===== config.mk =====
export PLATFORM = sky130hd
export DESIGN_NAME = fifo_memoria
export DESIGN_NICKNAME = d
export VERILOG_FILES = /design/src/rtl/fifo_memoria.sv
export SDC_FILE = /design/constraint.sdc
export NUM_CORES = 1
export LEC_CHECK = 0
export CORE_MARGIN = 2
export CORE_UTILIZATION = 50
export DETAILED_ROUTE_END_ITERATION = 10
export PLACE_DENSITY = 0.83
export SYNTH_ARGS = -nofsm -noshare
export SYNTH_HDL_FRONTEND = slang
export SYNTH_SLANG_ARGS = --single-unit

===== constraint.sdc =====
create_clock -name clk -period 2.05 [get_ports clk]
set_input_delay 0.205 -clock clk [delete_from_list [all_inputs] [get_ports clk]]
set_output_delay 0.205 -clock clk [all_outputs]
set_load 0.005 [all_outputs]

===== src/rtl/fifo_memoria.sv =====
// fifo_memoria: eight-entry synchronous FIFO with registered read data,
// a one-cycle push_ok pulse per accepted write (feeds contador.push),
// registered occupancy status flags and a sticky overflow/underflow error.
module fifo_memoria #(
  parameter int DATA_W       = 6,
  parameter int ALMOST_FULL  = 6,
  parameter int ALMOST_EMPTY = 2
) (
  input  logic              clk,
  input  logic              reset_L,
  input  logic              push,
  input  logic              pop,
  input  logic [DATA_W-1:0] data_in,
  output logic [DATA_W-1:0] data_out,
  output logic              valid_out,
  output logic              push_ok,
  output logic              full,
  output logic              empty,
  output logic              almost_full,
  output logic              almost_empty,
  output logic              err
);

  localparam logic [3:0] DEPTH     = 4'd8;
  localparam logic [3:0] AF_LEVEL  = 4'(ALMOST_FULL);
  localparam logic [3:0] AE_LEVEL  = 4'(ALMOST_EMPTY);

  logic [DATA_W-1:0] mem [8];
  logic [2:0]        wr_ptr;
  logic [2:0]        rd_ptr;
  logic [3:0]        cnt;
  logic [3:0]        cnt_next;
  logic              push_acc;
  logic              pop_acc;
  logic              req_drop;

  // Acceptance decisions and next occupancy, all based on the pre-edge count.
  // A push into a full FIFO is only taken when a pop frees a slot on the
  // same edge; a pop from an empty FIFO is never taken (no write-through).
  always_comb begin
    push_acc = 1'b0;
    pop_acc  = 1'b0;
    req_drop = 1'b0;
    cnt_next = cnt;
    pop_acc  = pop && (cnt != 4'd0);
    push_acc = push && ((cnt != DEPTH) || pop_acc);
    req_drop = (push && !push_acc) || (pop && !pop_acc);
    if (push_acc && !pop_acc) begin
      cnt_next = cnt + 4'd1;
    end else if (pop_acc && !push_acc) begin
      cnt_next = cnt - 4'd1;
    end
  end

  // Storage array; contents are never observable before being written,
  // so it carries no reset.
  always_ff @(posedge clk) begin
    if (push_acc) begin
      mem[wr_ptr] <= data_in;
    end
  end

  // Pointers and occupancy; pointers wrap naturally at 3 bits.
  always_ff @(posedge clk or negedge reset_L) begin
    if (!reset_L) begin
      wr_ptr <= 3'd0;
      rd_ptr <= 3'd0;
      cnt    <= 4'd0;
    end else begin
      if (push_acc) begin
        wr_ptr <= wr_ptr + 3'd1;
      end
      if (pop_acc) begin
        rd_ptr <= rd_ptr + 3'd1;
      end
      cnt <= cnt_next;
    end
  end

  // Registered read data: updated only on an accepted pop, held otherwise.
  always_ff @(posedge clk or negedge reset_L) begin
    if (!reset_L) begin
      data_out <= '0;
    end else if (pop_acc) begin
      data_out <= mem[rd_ptr];
    end
  end

  // Single-cycle strobes for a freshly popped word and an accepted write.
  always_ff @(posedge clk or negedge reset_L) begin
    if (!reset_L) begin
      valid_out <= 1'b0;
      push_ok   <= 1'b0;
    end else begin
      valid_out <= pop_acc;
      push_ok   <= push_acc;
    end
  end

  // Status flags registered from the post-edge occupancy so they always
  // describe the FIFO contents visible in the current cycle.
  always_ff @(posedge clk or negedge reset_L) begin
    if (!reset_L) begin
      full         <= 1'b0;
      empty        <= 1'b1;
      almost_full  <= 1'b0;
      almost_empty <= 1'b1;
    end else begin
      full         <= (cnt_next == DEPTH);
      empty        <= (cnt_next == 4'd0);
      almost_full  <= (cnt_next >= AF_LEVEL);
      almost_empty <= (cnt_next <= AE_LEVEL);
    end
  end

  // Sticky error: any dropped push or pop latches it until reset.
  always_ff @(posedge clk or negedge reset_L) begin
    if (!reset_L) begin
      err <= 1'b0;
    end else if (req_drop) begin
      err <= 1'b1;
    end
  end

endmodule


==> impl_metrics.toml <==
[timing]
fmax_mhz = 502.3
setup_tns_ns = 0
hold_ws_ns = 0.2122
drv_slew = 0
layout_min_cycle_time_ns = 1.991
setup_viol_count_final = 0
fin_crit_sh = 0.9712
worst_pin_slew_ns = 0.6171
rsz0062_at_grt = "true"
skew_ns = 0.007316
relSlewSlack = 0.5871
setup_slack_ns = 0.05914
hold_viol_final = 0

[setup_path]
endpoint_kind = "flip-flop"
crit_fanout = 6
cp.required_ns = 2.03
cp_data_arrival_time_ns = 1.97
r2r-end = "mem[3][0]"
worstSetupPathType = "reg -> reg"
start_kind = "flip-flop"
r2r-start = "cnt[0]"
rr_worst_depth = 7
worst-r2r-setup-slack_ns = 0.06

[run]
drv_cap = 0

[clock_tree]
clk_latency_ns = 0.34
htreeDepth = 3
cts.sinks = 71
cts_resized = 0
cts_tree = "yes"
hold_buffers = 0
postCtsSetupBuffers = 0
cts-root-buf = "clkbuf_8"
numCtsBuffers = 9
cts_buffer_depth = 2
path_clk_slew_ns = 0.08

[global_routing]
grt_remaining_overflow = 0
grt_use_total = 0.1795
antenna_found_initial = 0
grt_max_degree = 24
grt_pass1_wl_mm = 8.266
first_global_vias = 1655

[placed_design]
dpl.cell_count = 278
hpwlAfterDp_mm = 3.479
port_buffers = 22
gp_congestion = 0.8135
detailedPlace.worstSlack_ns = -0.1041

[finish]
layout-drive-gt1-share = 0.2748
fillers = 402
areaGrowthSynthToFinish_pct = 21.28
area.sequential_um2 = 2019
instances_no_fill = 294
nets = 231
diodes = 0
multi_input_area_um2 = 845.8

[floorplan]
start_util = 0.5221
die_y_um = 80.29
die-area_um2 = 6446
core_um2 = 5574
die_w_um = 80.29
rows = 27
io_pins = 23

[power_and_ir_drop]
p_per_area_nw_per_um2 = 1391
peakVddDrop_uv = 664.9
power_leakage_nw = 1.296
finalPower_mw = 4.910

[yosys]
synth-seq-cells = 71
synth_edf_count = 48
ys_types = 38
synth_area_um2 = 2910
synth_area_leaders = "edfxtp_1 (50%), dfrtp_1 (18%), mux4_2 (9.3%), nand2_1 (2.5%), mux2i_1 (2.4%)"
yosys.area.top_type_share = 0.4953
synth_ff_type = "edfxtp_1"
yosys_warnings = 0
syn-num-nets = 186
synth-seq-area-share = 0.6939
syn_inst = 172
synthArstFlopShare = 0.3239
synth_area_leader_cell = "edfxtp_1"
syn_area_per_cell_um2 = 16.92

[detailed_routing]
drt_iter0_drc = 119
avgViaCountPerCell = 5.469
wl_per_cell_um = 17.14
drt_first_pass_iters = 4
wl_mm = 5.038
postRouteAntennaNets = 0
drc_errors = 0
route.vias.total = 1608

[outcome]
status = "complete, no violations"

[hold_path]
hp-class = "in -> async"
## sequential cells by signal, indices dropped and copies added, names as in the netlist
register,flops
rd_ptr,3
err,1
cnt,4
mem,48
almost_empty,1
empty,1
full,1
valid_out,1
wr_ptr,3
data_out,6
push_ok,1
almost_full,1
## metrics by stage
| stage | cell area, um^2 | utilization |
|---|---|---|
| floorplan | 2910 | - |
| global placement | 3322 | 0.5960 |
| detailed placement | 3322 | 0.5960 |
| CTS | 3530 | 0.6332 |
| global route | 3530 | 0.6332 |
| finish | 3530 | 0.6332 |
## final cells by class
type | count | share of cell area
flip-flops and latches | 71 | 0.5721
clock buffers | 10 | 0.03899
well taps | 72 | 0.02552
inverters | 7 | 0.007444
multi-input cells | 90 | 0.2396
clock inverters | 6 | 0.01985
repair buffers | 38 | 0.09642
## layout by cell type (no fill, tap or decap), drive strengths merged, types with 2 or more instances in the layout
| cell type | instances |
|---|---|
| a21oi | 2 |
| buf | 16 |
| clkbuf | 10 |
| clkdlybuf4s50 | 22 |
| clkinv | 2 |
| clkinvlp | 3 |
| dfrtp | 21 |
| dfstp | 2 |
| edfxtp | 48 |
| ha | 4 |
| inv | 7 |
| mux2i | 7 |
| mux4 | 12 |
| nand2 | 19 |
| nand2b | 4 |
| nor2 | 4 |
| nor3 | 6 |
| nor4 | 3 |
| o21ai | 9 |
| or2 | 2 |
| xnor2 | 6 |
## report_power, final
part | switching, mW | total [mW] | internal, mW
sequential | 0.258 | 2.15 | 1.89
combinational | 0.769 | 1.63 | 0.862
clock | 0.532 | 1.13 | 0.598
total | 1.56 | 4.91 | 3.35
## how the worst max path moves through the flow
| stage | startpoint | to | slack, ns | cells after the start |
|---|---|---|---|---|
| detailed placement | push | empty | -0.10 | 6 |
| floorplan | cnt[0] | mem[1][0] | 0.08 | 7 |
| global placement | push | empty | -0.006 | 6 |
| finish | cnt[0] | mem[3][0] | 0.06 | 7 |
| CTS | cnt[0] | mem[3][0] | 0.04 | 7 |
| global route | cnt[0] | mem[3][0] | -0.06 | 7 |
## metal layers
metal | global-route usage | part of all wire
met1 | 0.2416 | 0.43
met2 | 0.2833 | 0.52
met3 | 0.05056 | 0.043
met4 | 0.06102 | 0.012
met5 | 0 | 0
## Yosys cell counts, types with 4 or more instances
master    number
o21ai_0        6
xnor2_1        6
nand2_1       19
ha_1           4
dfrtp_1       21
edfxtp_1      48
mux4_2        12
mux2i_1        7
inv_1          7
nor2_1         4
nor3_1         4
## cells by family (layout without fill, tap and decap cells)
logic type      count (synthesis)  after routing  synth area share
flops                          71             71            0.6939
compound gates                 18             18           0.05331
buf+inv                        11             61           0.01548
fa+ha+maj                       4              4           0.01720
mux                            20             20            0.1208
xor+xnor                        6              6           0.01806
simple gates                   42             42           0.08126
## critical path, cell delays in order, from the launching register on
cell      delay, ns
dfrtp_1        0.36
inv_1          0.08
ha_1           0.24
nand2b_4       0.14
o21ai_4        0.08
inv_1          0.09
nand2_1        0.12
nor2_1         0.52
Power figures use the tool's default switching activity.
